## src/rtl/ps2_key_channel_alloc.sv

```systemverilog
// PS/2 keyboard receiver with four-voice key allocator.
// Decoded make/break codes drive four scan_code channels (F0 = silent).
module ps2_key_channel_alloc #(
  parameter int FILTER_LEN  = 8,
  parameter int TIMEOUT_CYC = 10000
) (
  input  logic       clk,
  input  logic       reset,
  input  logic       ps2_clk,
  input  logic       ps2_dat,
  output logic [7:0] scan_code1,
  output logic [7:0] scan_code2,
  output logic [7:0] scan_code3,
  output logic [7:0] scan_code4,
  output logic [7:0] rx_byte,
  output logic       rx_valid,
  output logic       frame_err,
  output logic       alloc_full
);

  localparam int TW = $clog2(TIMEOUT_CYC + 1);
  localparam logic [7:0] SILENT = 8'hF0;

  typedef enum logic [1:0] {
    IDLE,
    DATA,
    PARITY,
    STOP
  } rx_state_t;

  logic [1:0] clk_sync;
  logic [1:0] dat_sync;
  logic [FILTER_LEN-1:0] flt_sh;
  logic clk_f;
  logic all_hi;
  logic all_lo;
  logic fall;
  logic bit_in;

  always_ff @(posedge clk) begin
    if (reset) begin
      clk_sync <= 2'b11;
      dat_sync <= 2'b11;
      flt_sh   <= '1;
      clk_f    <= 1'b1;
    end else begin
      clk_sync <= {clk_sync[0], ps2_clk};
      dat_sync <= {dat_sync[0], ps2_dat};
      flt_sh   <= {flt_sh[FILTER_LEN-2:0], clk_sync[1]};
      if (all_hi)
        clk_f <= 1'b1;
      else if (all_lo)
        clk_f <= 1'b0;
    end
  end

  assign all_hi = &flt_sh;
  assign all_lo = ~|flt_sh;
  assign fall   = clk_f & all_lo;
  assign bit_in = dat_sync[1];

  rx_state_t state;
  rx_state_t state_nxt;
  logic [2:0] cnt;
  logic [2:0] cnt_nxt;
  logic [7:0] shreg;
  logic [7:0] sh_nxt;
  logic par_bit;
  logic par_nxt;
  logic [TW-1:0] tmo_cnt;
  logic tmo_hit;
  logic rx_fire;
  logic err_fire;

  assign tmo_hit = (tmo_cnt == TW'(TIMEOUT_CYC));

  always_comb begin
    state_nxt = state;
    cnt_nxt   = cnt;
    sh_nxt    = shreg;
    par_nxt   = par_bit;
    rx_fire   = 1'b0;
    err_fire  = 1'b0;
    if (fall) begin
      unique case (state)
        IDLE: begin
          if (!bit_in) begin
            state_nxt = DATA;
            cnt_nxt   = 3'd0;
          end else begin
            err_fire = 1'b1;
          end
        end
        DATA: begin
          sh_nxt  = {bit_in, shreg[7:1]};
          cnt_nxt = cnt + 3'd1;
          if (cnt == 3'd7)
            state_nxt = PARITY;
        end
        PARITY: begin
          par_nxt   = bit_in;
          state_nxt = STOP;
        end
        STOP: begin
          if (bit_in && (^{shreg, par_bit}))
            rx_fire = 1'b1;
          else
            err_fire = 1'b1;
          state_nxt = IDLE;
        end
        default: state_nxt = IDLE;
      endcase
    end else if (tmo_hit && (state != IDLE)) begin
      // stalled keyboard: drop the partial frame
      state_nxt = IDLE;
      err_fire  = 1'b1;
    end
  end

  always_ff @(posedge clk) begin
    if (reset) begin
      state     <= IDLE;
      cnt       <= 3'd0;
      shreg     <= 8'h00;
      par_bit   <= 1'b0;
      tmo_cnt   <= '0;
      rx_byte   <= 8'h00;
      rx_valid  <= 1'b0;
      frame_err <= 1'b0;
    end else begin
      state     <= state_nxt;
      cnt       <= cnt_nxt;
      shreg     <= sh_nxt;
      par_bit   <= par_nxt;
      rx_valid  <= rx_fire;
      frame_err <= err_fire;
      if (fall)
        tmo_cnt <= '0;
      else if (!tmo_hit)
        tmo_cnt <= tmo_cnt + TW'(1);
      if (rx_fire)
        rx_byte <= shreg;
    end
  end

  logic [7:0] ch [4];
  logic [7:0] ch_nxt [4];
  logic ext;
  logic ext_nxt;
  logic brk;
  logic brk_nxt;
  logic full_fire;
  logic is_e0;
  logic is_f0;
  logic is_ign;
  logic hit;
  logic any_free;
  logic [1:0] free_idx;

  assign is_e0  = (rx_byte == 8'hE0);
  assign is_f0  = (rx_byte == 8'hF0);
  assign is_ign = (rx_byte == 8'hAA) || (rx_byte == 8'hFA) ||
                  (rx_byte == 8'hEE) || (rx_byte == 8'hFE) ||
                  (rx_byte == 8'h00) || (rx_byte == 8'hFF);

  always_comb begin
    hit      = 1'b0;
    any_free = 1'b0;
    free_idx = 2'd0;
    for (int i = 3; i >= 0; i--) begin
      if (ch[i] == rx_byte)
        hit = 1'b1;
      if (ch[i] == SILENT) begin
        any_free = 1'b1;
        free_idx = 2'(i);
      end
    end
  end

  always_comb begin
    for (int i = 0; i < 4; i++)
      ch_nxt[i] = ch[i];
    ext_nxt   = ext;
    brk_nxt   = brk;
    full_fire = 1'b0;
    if (frame_err) begin
      ext_nxt = 1'b0;
      brk_nxt = 1'b0;
    end else if (rx_valid) begin
      unique case (1'b1)
        is_e0: ext_nxt = 1'b1;
        is_f0: brk_nxt = 1'b1;
        is_ign: begin
          ext_nxt = 1'b0;
          brk_nxt = 1'b0;
        end
        default: begin
          ext_nxt = 1'b0;
          brk_nxt = 1'b0;
          if (!ext) begin
            if (brk) begin
              for (int i = 0; i < 4; i++)
                if (ch[i] == rx_byte)
                  ch_nxt[i] = SILENT;
            end else if (!hit) begin
              if (any_free)
                ch_nxt[free_idx] = rx_byte;
              else
                full_fire = 1'b1;
            end
          end
        end
      endcase
    end
  end

  always_ff @(posedge clk) begin
    if (reset) begin
      for (int i = 0; i < 4; i++)
        ch[i] <= SILENT;
      ext        <= 1'b0;
      brk        <= 1'b0;
      alloc_full <= 1'b0;
    end else begin
      for (int i = 0; i < 4; i++)
        ch[i] <= ch_nxt[i];
      ext        <= ext_nxt;
      brk        <= brk_nxt;
      alloc_full <= full_fire;
    end
  end

  assign scan_code1 = ch[0];
  assign scan_code2 = ch[1];
  assign scan_code3 = ch[2];
  assign scan_code4 = ch[3];

endmodule

```

## config.mk

```make
export PLATFORM = sky130hd
export DESIGN_NAME = ps2_key_channel_alloc
export DESIGN_NICKNAME = d
export VERILOG_FILES = /design/src/rtl/ps2_key_channel_alloc.sv
export SDC_FILE = /design/constraint.sdc
export NUM_CORES = 1
export LEC_CHECK = 0
export ABC_AREA = 1
export BUFFER_PORTS_ARGS = -buffer_cell sky130_fd_sc_hd__buf_2
export CAP_MARGIN = 15
export CORE_ASPECT_RATIO = 1.5
export CORE_MARGIN = 2
export CORE_UTILIZATION = 44
export DETAILED_ROUTE_END_ITERATION = 8
export RECOVER_POWER = 50
export REMOVE_ABC_BUFFERS = 1
export SKIP_CTS_REPAIR_TIMING = 1
export SYNTH_ARGS = -nofsm -noshare
export SYNTH_HDL_FRONTEND = slang
export SYNTH_SLANG_ARGS = --single-unit
```

## constraint.sdc

```tcl
create_clock -name clk -period 4.1 [get_ports clk]
set_input_delay 0.41 -clock clk [delete_from_list [all_inputs] [get_ports clk]]
set_output_delay 0.41 -clock clk [all_outputs]
set_load 0.05 [all_outputs]
```

==> results of run 1 <==
critical path, stage by stage (launching register included):
cell     delay, ns
dfxtp_1       0.68
inv_2         0.23
nand2_1       0.10
nand2_1       0.05
nor2_1        0.09
nand3_1       0.08
nor2_1        0.22
nor2_1        0.08
nand3_1       0.12
nand2_4       0.27
nand3_4       0.22
nand2_1       0.07
inv_1         0.05
nor2_1        0.04
logic make-up (layout without fill, tap and decap cells):
logic type / count (synthesis) / in the layout / share of synthesized area
buf+inv: 127 / 164 / 0.104
flops: 86 / 86 / 0.348
xor+xnor: 18 / 18 / 0.0319
simple gates: 478 / 478 / 0.431
compound gates: 61 / 61 / 0.0648
fa+ha+maj: 8 / 8 / 0.0202
flip-flops by register name (all words and copies together) (netlist names):
register,cells
ext,1
clk_sync,2
flt_sh,8
shreg,8
rx_valid,1
frame_err,1
dat_sync,2
alloc_full,1
tmo_cnt,14
cnt,3
state,2
ch,32
brk,1
clk_f,1
rx_byte,8
par_bit,1
layer usage:
metal,part of all wire,wire (um)
met4,0.045,618
met2,0.53,7250
met3,0.038,527
met5,0,0
met1,0.39,5330
power breakdown:
group	switching [mW]	internal (mW)	leakage, nW
clock network	0.339	0.552	0.160
registers	0.00338	0.840	0.695
logic	0.0210	0.00931	1.81
cell usage in the layout (no fill, tap or decap), types with 4 or more instances in the layout:
cell / count
nand3b_1: 4
clkbuf_1: 45
nand3_1: 45
nor3_1: 13
nor2_1: 104
nand3_4: 4
ha_1: 8
inv_2: 5
dfxtp_1: 86
or2_2: 10
nand2_1: 245
clkbuf_16: 9
nand4_1: 43
nor2_4: 4
a21oi_1: 28
xor2_1: 11
o21ai_0: 28
xnor2_1: 7
inv_1: 94
Yosys cell counts:
library cell / instances
nand2_1: 245
nor2_1: 104
inv_1: 93
dfxtp_1: 86
nand3_1: 45
nand4_1: 42
a21oi_1: 28
o21ai_0: 28
clkbuf_1: 14
nor3_1: 13
xor2_1: 11
or2_2: 10
ha_1: 8
xnor2_1: 7
inv_2: 6
buf_4: 5
nand3_4: 4
nand3b_1: 4
nor2_4: 4
a211oi_1: 2
buf_1: 2
buf_2: 2
buf_6: 2
clkbuf_2: 2
nor4_1: 2
o211ai_1: 2
a311o_1: 1
clkinv_1: 1
nand2_2: 1
nand2_4: 1
nand3_2: 1
nand4_2: 1
or2_1: 1
through the flow:
stage	util	total power [mW]	setup WS, ns	hold slack (ns)	std cells
2_1_floorplan	-	0.882	1.89	0.389	751
3_3_place_gp	0.476	0.893	1.75	0.394	946
3_5_place_dp	0.476	0.894	1.72	0.402	946
4_1_cts	0.506	1.79	1.73	0.241	962
5_1_grt	0.500	1.82	1.40	0.251	962
6_report	0.500	1.76	1.69	0.256	962
cell type report:
| type | instances | area (um2) | share of cell area |
|---|---|---|---|
| multi-input cells | 565 | 2700 | 0.491 |
| flip-flops and latches | 86 | 1720 | 0.313 |
| inverters | 100 | 375 | 0.0683 |
| clock buffers | 11 | 243 | 0.0442 |
| repair buffers | 48 | 190 | 0.0346 |
| well taps | 147 | 184 | 0.0335 |
| clock inverters | 5 | 82.6 | 0.0150 |
worst max path at each step:
stage / startpoint / endpoint / slack (ns) / cells past startpoint
after floorplan: rx_byte[6]$_SDFFE_PP0P_ / ch[0][4]$_SDFFE_PP1P_ / 1.89 / 11
after CTS: rx_byte[6]$_SDFFE_PP0P_ / ch[1][2]$_SDFFE_PP0P_ / 1.73 / 13
final: rx_byte[2]$_SDFFE_PP0P_ / ch[1][1]$_SDFFE_PP0P_ / 1.69 / 13
after global placement: rx_byte[6]$_SDFFE_PP0P_ / ch[0][1]$_SDFFE_PP0P_ / 1.75 / 13
after global routing: reset / shreg[7]$_SDFFE_PP0P_ / 1.40 / 5
after detailed placement: rx_byte[6]$_SDFFE_PP0P_ / ch[3][2]$_SDFFE_PP0P_ / 1.72 / 13
==> reports/results.md, run 1 <==
Detailed routing
* 317 — 1st-iter DRT viols
* 14.3 um — wire length per cell
* 13.7 mm — final wirelength
* 4,953 — via count
* 5.15 — per-cell via count in the routed design
* 0 — post-detailed-route count of antenna-violating nets
* 6 — 1st-pass router iterations
* 0 — remaining routing DRC violations

Worst setup path
* 2.64 ns — signal arrival time at the worst endpoint
* rx_byte[2]$_SDFFE_PP0P_ — Reg-to-Reg Start
* register to register — type of the worst setup path
* 4.34 ns — CP Data Required Time
* 1.69 ns — slack of the worst reg-to-reg path
* register — Worst setup SP type
* register — critical path endpoint category
* 36 — top fanout value on the critical path
* 13 — FF-to-FF path depth
* ch[1][1]$_SDFFE_PP0P_ — reg2reg end

Global route
* met2 — busiest metal layer after global routing
* 41 — largest net degree at the start of global routing
* 0.252 — grt met1 use
* 4,558 — via count of the first global-routing pass
* 0.0320 — met3 Resource Use GR
* 0 — antenna violations before repair
* 0.420 — fraction of met2 tracks used by global routing
* 0.228 — global-route usage over all layers
* 0 — remaining global-route overflow
* 22.0 mm — wire length of the first global-routing pass

Yosys
* 33 — count of unique library cells instantiated by Yosys
* 0.348 — portion of the post-synthesis area used by sequential elements
* dfxtp_1 — Synth area leader
* 6.36 um2 — Avg Synthesized Cell Area
* 0 — Warnings, synthesis
* 4940 um2 — area of the mapped netlist
* 86 — flop and latch count out of synthesis
* 778 — Synth Instances
* dfxtp_1 35%, nand2_1 19%, nor2_1 7.9% — top area cells in the synthesized netlist
* 0.348 — fraction of synthesized cell area taken by the top area cell type

CTS
* 0.07 ns — clock edge transition at the registers on the reported setup and hold paths
* 2 — number of buffers on the longest clock path
* 3 — H-tree levels
* clkbuf_16 — buffer cell driving the clock tree root
* 0.34 ns — clock latency at the later pin of the worst-skew pair
* 86 — count of clock tree sinks
* built — TritonCTS clock tree
* 9 — number of buffers created by CTS

Hold path
* 2 — Hold Path Depth
* input port to register — worst hold-check path type
* clk_sync[0]$_SDFF_PP1_ — Min-Delay Endpoint
* ps2_clk — beginning of the worst hold path

Cells and area
* 0.0552 — share of cells above drive strength 1
* 0 — number of antenna cells inserted
* 11.2% — Layout Area Growth over Synthesis
* 1,193 — Fill cells
* 5500 um2 — Final Cell Area
* 822 — final net count

Timing
* 0 ns — total negative slack
* 0 — Final Hold Violating Endpoints
* 0.410 — relative slew slack
* 0.587 — final cycle utilization of the critical path
* 0 — Final Max Tran Viols
* no — RSZ-0062 raised after global routing
* 0.00886 ns — Worst Skew
* 0.416 GHz — Max Fclk
* 0 — final number of setup-violating endpoints
* 2.41 ns — time the worst path needs with I/O delays and setup
* 0.885 ns — Slew @ Worst Pin

Placement
* 10.0 mm — HPWL after detailed placement
* 5230 um2 — Placed Area
* 46 — Buffers on Ports
* 0.960 — Final GP Congestion

Run
* 0 — max_cap viols

Floorplanning
* 12,100 um2 — area of the die
* 47 — total I/O pin count
* 90.6 um — die width
* 0.450 — starting density of the core
* 47 — site row count
* 11,000 um2 — standard cell core area
* 134 um — chip height

Power
* 321 nW/um2 — power density normalized to cell area
* 0.000191 V — IR Drop Worst-Case VDD
* 2.67 nW — Leak

Status
* finished, final reports clean — outcome

No activity file was read; power rests on OpenSTA's default activity.
==> run 2, diff against run 1 <==
Clock period 4.1 ns to 2.2 ns, I/O delays scaled along.
==> run 2 against run 1 <==
Effect of this change:
- wire length increased by 3.2%
- total power increased by 75%
- worst setup slack lost 1.5 ns
- sequential share of layout area fell by 1.1 points
- final cell count up 3.3%
- fmax up 21%
==> reports/results.md, run 2 (synthesized netlist as in run 1, its figures left out) <==
Floorplanning
* 90.6 um — die width, unchanged
* 0.450 — starting density of the core, unchanged
* 134 um — chip height, unchanged
* 47 — site row count, unchanged
* 12,100 um2 — area of the die, unchanged
* 47 — total I/O pin count, unchanged
* 11,000 um2 — standard cell core area, unchanged

Worst setup path
* 0.48 ns — critical path's largest stage delay, was 0.68 ns
* dfxtp_1 — Critical-path top delay cell, unchanged
* rx_byte[0]$_SDFFE_PP0P_ — Reg-to-Reg Start, was rx_byte[2]$_SDFFE_PP0P_
* 2.26 ns — signal arrival time at the worst endpoint, was 2.64 ns
* register — critical path endpoint category, unchanged
* buf_4 > xor2_1 > nor2_1 > nand2_1 > nor2_1 > nor2_1 > nand3_1 > nand2_4 > buf_12 > nand3_4 > nand2_1 > inv_1 > nor2_1 — critical path cell sequence, was inv_2 > nand2_1 > nand2_1 > nor2_1 > nand3_1 > nor2_1 > nor2_1 > nand3_1 > nand2_4 > nand3_4 > nand2_1 > inv_1 > nor2_1
* 13 — FF-to-FF path depth, unchanged
* 0.22 ns — slack of the worst reg-to-reg path, was 1.69 ns
* nor2_1 — most used cell along the critical path, unchanged
* 18 — top fanout value on the critical path, was 36
* 2.48 ns — CP Data Required Time, was 4.34 ns
* ch[0][1]$_SDFFE_PP0P_ — reg2reg end, was ch[1][1]$_SDFFE_PP0P_
* register — Worst setup SP type, unchanged
* register to register — type of the worst setup path, unchanged

Power
* 0.471 — clock network fraction of design power, was 0.505
* 701 uW — net switching power figure, was 363 uW
* 2.38 mW — internal cell power, was 1.40 mW
* 0.510 — Seq pwr share, was 0.478
* 539 nW/um2 — power density normalized to cell area, was 321 nW/um2
* 2.81 nW — Leak, was 2.67 nW
* 0.228 — switching power share of the total, was 0.206
* 0.019 — Comb power frac, was 0.017
* 0.000355 V — IR Drop Worst-Case VDD, was 0.000191 V

Global route
* 23.2 mm — wire length of the first global-routing pass, was 22.0 mm
* 0 — antenna violations before repair, unchanged
* 42 — largest net degree at the start of global routing, was 41
* 4,881 — via count of the first global-routing pass, was 4,558
* 0.240 — global-route usage over all layers, was 0.228
* 0 — remaining global-route overflow, unchanged

Detailed routing
* 0 — remaining routing DRC violations, unchanged
* 14.2 mm — final wirelength, was 13.7 mm
* 7 — 1st-pass router iterations, was 6
* 0 — post-detailed-route count of antenna-violating nets, unchanged
* 5.15 — per-cell via count in the routed design, about the same
* 14.2 um — wire length per cell, was 14.3 um
* 353 — 1st-iter DRT viols, was 317
* 5,123 — via count, was 4,953

Placement
* 978 — cell total after placement, was 946
* 10.5 mm — HPWL after detailed placement, was 10.0 mm
* 0.900 — Final GP Congestion, was 0.960
* 46 — Buffers on Ports, unchanged

CTS
* 86 — count of clock tree sinks, unchanged
* 0.35 ns — clock latency at the later pin of the worst-skew pair, was 0.34 ns
* 3 — H-tree levels, unchanged
* 2 — number of buffers on the longest clock path, unchanged
* 9 — number of buffers created by CTS, unchanged
* built — TritonCTS clock tree, unchanged
* 0.06 ns — clock edge transition at the registers on the reported setup and hold paths, was 0.07 ns
* clkbuf_16 — buffer cell driving the clock tree root, unchanged

Status
* finished, final reports clean — outcome, unchanged

Hold path
* input port to register — worst hold-check path type, unchanged
* dat_sync[0]$_SDFF_PP1_ — Min-Delay Endpoint, was clk_sync[0]$_SDFF_PP1_
* ps2_dat — beginning of the worst hold path, was ps2_clk
* 2 — Hold Path Depth, unchanged

Timing
* 0.895 ns — Slew @ Worst Pin, was 0.885 ns
* 0 — Final Hold Violating Endpoints, unchanged
* 0.900 — final cycle utilization of the critical path, was 0.587
* 0.505 GHz — Max Fclk, was 0.416 GHz
* 1.98 ns — time the worst path needs with I/O delays and setup, was 2.41 ns
* 0 — final number of setup-violating endpoints, unchanged
* no — RSZ-0062 raised after global routing, unchanged
* 0.404 — relative slew slack, was 0.410
* 0.0539 ns — Hold Worst Slack, was 0.256 ns
* 0.00792 ns — Worst Skew, was 0.00886 ns
* 0 — Final Max Tran Viols, unchanged

Cells and area
* 15.7% — Layout Area Growth over Synthesis, was 11.2%
* 854 — final net count, was 822
* ch: 32 flops, tmo_cnt: 14 flops — biggest registers after layout, unchanged
* nand2_1 — most common cell after layout, fill and taps aside, unchanged
* 32 — flip-flop count of the largest register after layout, unchanged
* 245 x nand2_1, 103 x nor2_1, 93 x inv_1 — commonest cells after routing, fill and taps aside, was 245 x nand2_1, 104 x nor2_1, 94 x inv_1
* 0.0968 — share of cells above drive strength 1, was 0.0552
* 0.520 — final core utilization, was 0.500
* 994 — number of non-filler instances in the completed layout, was 962
* ch — Most flops, register, unchanged
* 0 — number of antenna cells inserted, unchanged

Run
* 0 — max_cap viols, unchanged

## run 2: cell types whose count changed in the layout (fill, tap and decap cells not counted), moves of 2 or more
cell / delta
clkinv_2: +2
buf_12: +2
dfxtp_1: -3
dfxtp_2: +2
buf_4: +27
bufinv_16: -2
## run 2: area by class of cell
cell class / instances / area, um2
Fill cell: 1153 / 5280
Clock buffer: 11 / 243
Sequential cell: 86 / 1730
Inverter: 100 / 375
Tap cell: 147 / 184
Clock inverter: 5 / 32.5
Multi-Input combinational cell: 565 / 2710
Timing Repair Buffer: 80 / 447
## run 2: per-layer routing
| metal | global-route usage | wire length (um) | vias up |
|---|---|---|---|
| li1 | - | - | 2599 |
| met1 | 0.258 | 5600 | 2334 |
| met2 | 0.443 | 7380 | 148 |
| met3 | 0.0348 | 555 | 42 |
| met4 | 0.136 | 615 | 0 |
| met5 | 0 | 0 | - |
## run 2: worst max path at each step
stage	start	end	slack [ns]	cells after the start
floorplan	rx_byte[6]$_SDFFE_PP0P_	ch[0][4]$_SDFFE_PP1P_	-0.01	11
global placement	rx_byte[7]$_SDFFE_PP0P_	ch[0][3]$_SDFFE_PP0P_	0.04	12
detailed placement	rx_byte[7]$_SDFFE_PP0P_	ch[0][0]$_SDFFE_PP0P_	0.003	12
CTS	rx_byte[7]$_SDFFE_PP0P_	ch[0][0]$_SDFFE_PP0P_	-0.05	12
global route	rx_byte[0]$_SDFFE_PP0P_	ch[0][0]$_SDFFE_PP0P_	0.01	12
finish	rx_byte[0]$_SDFFE_PP0P_	ch[0][1]$_SDFFE_PP0P_	0.22	13
## run 2: power groups by stage
stage	clock network, mW	logic, mW	registers, mW
floorplan	0	0.0375	1.61
global placement	0	0.0592	1.61
detailed placement	0	0.0596	1.61
CTS	1.48	0.0597	1.57
global route	1.53	0.0673	1.57
finish	1.45	0.0580	1.57
## run 2: stage by stage
step | instance area, um2 | setup slack (ns) | total power, mW | TNS [ns]
after global placement | 5500 | 0.0429 | 1.67 | 0
after CTS | 5770 | -0.0506 | 3.11 | -0.257
after floorplan | 4800 | -0.0102 | 1.64 | -0.0409
after global routing | 5720 | 0.0123 | 3.17 | 0
final | 5720 | 0.219 | 3.08 | 0
after detailed placement | 5500 | 0.00323 | 1.67 | 0
## run 2: critical path: cells and delay by family (launching register included)
| kind | cells | cell delay (ns) |
|---|---|---|
| xor+xnor | 1 | 0.15 |
| buf+inv | 3 | 0.39 |
| simple gates | 9 | 0.89 |
| flops | 1 | 0.48 |
